$ cat src/rtl/counter_ctrl.sv
// Command-driven initiator for an up/down loadable counter: LOAD, GOTO, SWEEP_UP, SWEEP_DOWN.
// Optional watchdog on the MOVE state is compiled in with `define CTRL_TIMEOUT_EN.
module counter_ctrl #(
  parameter int WIDTH   = 4,
  parameter int TIMEOUT = 2**WIDTH + 2
) (
  input  logic             clk,
  input  logic             rst,
  input  logic             cmd_valid,
  output logic             cmd_ready,
  input  logic [1:0]       cmd_mode,
  input  logic [WIDTH-1:0] cmd_value,
  output logic             load_n,
  output logic             ce,
  output logic             up_down,
  output logic [WIDTH-1:0] data_load,
  input  logic [WIDTH-1:0] count_out,
  input  logic             max_count,
  input  logic             zero,
  output logic             busy,
  output logic             done,
  output logic             err
);

  typedef enum logic [2:0] {ST_IDLE, ST_LOAD, ST_VERIFY, ST_MOVE, ST_DONE} state_t;
  typedef enum logic [1:0] {MODE_LOAD, MODE_GOTO, MODE_SWEEP_UP, MODE_SWEEP_DOWN} mode_t;

  state_t           state_q, state_d;
  mode_t            mode_q;
  logic [WIDTH-1:0] target_q;
  logic             err_q;
  logic             err_set;
  logic             accept;
  logic             at_goal;
  logic             move_up;
  logic             wd_expired;

  assign cmd_ready = (state_q == ST_IDLE) && !rst;
  assign accept    = cmd_valid && cmd_ready;
  assign data_load = target_q;
  assign err       = err_q;

  // Goal and direction are evaluated against the live count so ce drops in the
  // very cycle the goal is seen, which is what prevents overshoot.
  always_comb begin
    at_goal = 1'b1;
    move_up = 1'b1;
    case (mode_q)
      MODE_GOTO: begin
        at_goal = (count_out == target_q);
        move_up = (target_q > count_out);
      end
      MODE_SWEEP_UP: begin
        at_goal = max_count;
        move_up = 1'b1;
      end
      MODE_SWEEP_DOWN: begin
        at_goal = zero;
        move_up = 1'b0;
      end
      default: begin
        at_goal = 1'b1;
        move_up = 1'b1;
      end
    endcase
  end

`ifdef CTRL_TIMEOUT_EN
  localparam int WD_W = $clog2(TIMEOUT) + 1;
  logic [WD_W-1:0] wd_q;

  always_ff @(posedge clk) begin
    if (rst || state_q != ST_MOVE) wd_q <= '0;
    else                           wd_q <= wd_q + WD_W'(1);
  end

  assign wd_expired = (wd_q == WD_W'(TIMEOUT));
`else
  assign wd_expired = 1'b0;
`endif

  // NOTE: every output gets a default before the case so no path can infer a latch.
  always_comb begin
    state_d = state_q;
    load_n  = 1'b1;
    ce      = 1'b0;
    up_down = 1'b1;
    busy    = 1'b1;
    done    = 1'b0;
    err_set = 1'b0;
    case (state_q)
      ST_IDLE: begin
        busy = 1'b0;
        if (accept) state_d = (mode_t'(cmd_mode) == MODE_LOAD) ? ST_LOAD : ST_MOVE;
      end
      ST_LOAD: begin
        load_n  = rst;
        state_d = ST_VERIFY;
      end
      ST_VERIFY: begin
        err_set = (count_out != target_q);
        state_d = ST_DONE;
      end
      ST_MOVE: begin
        up_down = move_up;
        if (at_goal) begin
          state_d = ST_DONE;
        end else if (wd_expired) begin
          err_set = 1'b1;
          state_d = ST_DONE;
        end else begin
          // Gated by rst so an aborted command leaves the counter where it is.
          ce = !rst;
        end
      end
      ST_DONE: begin
        done    = !rst;
        state_d = ST_IDLE;
      end
      default: state_d = ST_IDLE;
    endcase
  end

  // NOTE: reset is synchronous here, sampled on the clock edge like any other input.
  // NOTE: state registers use non-blocking assignments so all flops update together.
  always_ff @(posedge clk) begin
    if (rst) begin
      state_q  <= ST_IDLE;
      mode_q   <= MODE_LOAD;
      target_q <= '0;
      err_q    <= 1'b0;
    end else begin
      state_q <= state_d;
      if (accept) begin
        mode_q   <= mode_t'(cmd_mode);
        target_q <= cmd_value;
        err_q    <= 1'b0;
      end else if (err_set) begin
        err_q <= 1'b1;
      end
    end
  end

endmodule

$ cat config.mk
export PLATFORM = sky130hd
export DESIGN_NAME = counter_ctrl
export DESIGN_NICKNAME = d
export VERILOG_FILES = /design/src/rtl/counter_ctrl.sv
export SDC_FILE = /design/constraint.sdc
export NUM_CORES = 1
export LEC_CHECK = 0
export ABC_CLOCK_PERIOD_IN_PS = 3800
export CAP_MARGIN = 10
export CORE_MARGIN = 1.5
export CORE_UTILIZATION = 42
export DETAILED_ROUTE_END_ITERATION = 8
export PLACE_DENSITY = 0.81
export SYNTH_ARGS = -nofsm -noshare
export SYNTH_HDL_FRONTEND = slang
export SYNTH_SLANG_ARGS = --single-unit
$ cat constraint.sdc
create_clock -name clk -period 3.8 [get_ports clk]
set_input_delay 0.76 -clock clk [delete_from_list [all_inputs] [get_ports clk]]
set_output_delay 0.76 -clock clk [all_outputs]
set_load 0.05 [all_outputs]
==> impl_results.md <==
- Most frequent cell after synthesis: nand2_1
- Endpoints failing hold: 0
- Largest net degree at the start of global routing: 9
- Final WS setup: 0.474 ns
- Part of the Yosys area used for sequential elements: 34.7%
- Synth Flop Type: dfxtp_1
- Clock latency on the worst-skew pair: 0.28 ns
- Port bufs: 25
- Total negative setup slack: 0 ns
- Worst Hold Depth: 2
- Initial antenna violation count: 0
- Final nets: 113
- # diodes: 0
- Cells after Synth: 65
- Max_cap viols: 0
- Max frequency: 301 MHz
- Clk buf depth: 2
- Leakage Power: 0.378 nW
- Setup Viol. Count Final: 0
- CP Launch Type: input port
- Number of synthesized flops with an enable pin: 0
- First-pass iteration count of the detailed router: 4
- CTS tree: done
- Rows: 13
- GR Util All Layers: 22.5%
- CP top delay family: simple AND/OR/NAND/NOR gates
- FFs w/ async S/R, synth: 0%
- Netlist cell types: 27
- Post-CTS sizing: 0
- CP max stage delay: 0.46 ns
- Share of cells above drive strength 1: 14.0%
- CP arrival: 2.57 ns
- VDD IR max: 0.202 mV
- Pwr dens: 391 nW/µm²
- Drt wl/cell: 13.6 µm
- Post-Syn Nets: 84
- Global-route wire length before repair: 2.24 mm
- DR iter-0 viols: 6
- CTS H-Tree Depth: 1
- Status: completed
- Core Box Area: 1280 µm²
- Worst R2R End: state_q[2]$_SDFFE_PP0P_
- Clock skew: 0.000694 ns
- Min Hold Slack: 0.500 ns
- Clock slew at reported path FFs: 0.07 ns
- Die H: 40.1 µm
- Area delta synth->final: 55.1%
- Num ports: 26
- Hold buffer count at CTS: 0
- Minimum clock period: 3.33 ns
- Slew Limit Headroom: 66.3%
- Worst hold start: mode_q[1]$_SDFFE_PP0P_
- Count of pins over their slew limit: 0
- DR vias: 573
- WP buf/inv: 3
- RSZ-0062 raised after global routing: false
- Postcts setup bufs: 0
- Worst setup EP type: output port
- Worst Tran Pin Value: 0.504 ns
- Fin crit share: 87.5%
- GRT overflow: 0
- Avg Vias per Cell: 5.31
- HP Class: reg2reg
- DRC errors left: 0
- Syn Std Cell Area: 577 µm²
- R2R Path Start: data_load[0]$_SDFFE_PP0P_
- Synth top area share: 34.7%
- Max FO, Critical Path: 4
- Hold EP: mode_q[1]$_SDFFE_PP0P_
- Post-DRT Antenna Nets: 0
- Initial Util: 44.9%
- Pre-CTS setup slack: 0.486 ns
- Commonest cells in the synthesized netlist: 13 x nand2_1, 10 x dfxtp_1, 6 x nand3b_1
- RD Place Congestion: 0.816
- Root buffer cell: clkbuf_4
- Worst path cell trace: clkdlybuf4s50_1 -> inv_1 -> ha_1 -> and4_1 -> nor3b_2 -> o21ai_2 -> nor2_1 -> buf_12
- Placed inst area: 858 µm²
- Crit Path Category: in2out
- Synth Warn #: 0
- Slowest cell on the critical path: clkdlybuf4s50_1
- Reg-to-reg setup timing slack: 2.19 ns
- Reg2Reg Depth: 6
- Post-Layout Inst Area: 895 µm²
- Leading post-synthesis cells by cell area: dfxtp_1 35%, ha_1 8.7%, nand2_1 8.5%
- Clk sink count: 10
- Die area: 1600 µm²
- Required time worst endpoint: 3.04 ns
- Die X: 40.1 µm
- Num CTS Buffers: 3
- Seq cells post-synth: 10
- DP Wirelength: 1.13 mm
- Area leader, netlist: dfxtp_1
- Mean Syn Cell Area: 8.87 µm²
- Fillers: 110
- Number of global-route vias before repair: 540
- Wirelength, routed: 1.47 mm
==> per-layer routing <==
layer | vias to the layer above | track usage, % | part of all wire (%)
met5 | - | 0 | 0
met1 | 269 | 22.9 | 40
met4 | 0 | 12.9 | 1.8
li1 | 286 | - | -
met3 | 3 | 8.89 | 5.6
met2 | 15 | 38.7 | 52
==> worst min-delay path: cells and delay by family (launching register included) <==
family | cells | cell delay [ns]
flip-flops | 1 | 0.33
AND/OR/NAND/NOR | 2 | 0.13
==> flip-flops by register name, summed over array words and instances, names as in the netlist <==
register and flops:
err 1, state_q 3, mode_q 2, data_load 4
==> layout make-up <==
cell class / instances / area (µm²) / area share [%]
Clock buffer: 4 / 36.3 / 4.06
Inverter: 4 / 15.0 / 1.68
Multi-Input combinational cell: 49 / 347 / 38.7
Sequential cell: 10 / 200 / 22.4
Tap cell: 15 / 18.8 / 2.10
Timing Repair Buffer: 26 / 278 / 31.0
==> power breakdown <==
part / switching [W] / leakage, nW / internal, W
clock network: 0.0000458 / 0.0210 / 0.0000585
registers: 0.0000130 / 0.0822 / 0.000116
logic: 0.0000653 / 0.275 / 0.0000516
==> through the flow <==
| stage | instances | utilization [%] | total power [W] |
|---|---|---|---|
| 5_1_grt | 108 | 69.6 | 0.000366 |
| 3_5_place_dp | 104 | 66.8 | 0.000248 |
| 4_1_cts | 108 | 69.6 | 0.000354 |
| 2_1_floorplan | 65 | - | 0.000204 |
| 3_3_place_gp | 104 | 66.8 | 0.000245 |
| 6_report | 108 | 69.6 | 0.000350 |
==> how the worst max path moves through the flow <==
| stage | from | endpoint | cells after the start |
|---|---|---|---|
| global route | count_out[3] | ce | 8 |
| floorplan | rst | done | 2 |
| CTS | count_out[3] | ce | 8 |
| global placement | count_out[3] | ce | 8 |
| finish | count_out[3] | ce | 8 |
| detailed placement | count_out[3] | ce | 8 |
==> placed cells by master, fill, tap and decap left out, types with 2 or more instances in the layout <==
cell              n
ha_1              4
clkbuf_4          3
nand3b_1          6
dfxtp_1          10
buf_12            2
inv_1             4
nor2_1            4
and2_1            2
nor4b_1           3
clkdlybuf4s50_1  23
nand2_1          13
==> kinds of logic after synthesis <==
| family | count (synthesis) | share of synthesized area (%) |
|---|---|---|
| AOI/OAI and AO/OA | 6 | 8.46 |
| and+or+nand+nor | 38 | 41.2 |
| adders and majority gates | 4 | 8.68 |
| buffers and inverters | 6 | 5.20 |
| muxes | 1 | 1.74 |
| DFF | 10 | 34.7 |
Power figures use the tool's default switching activity.
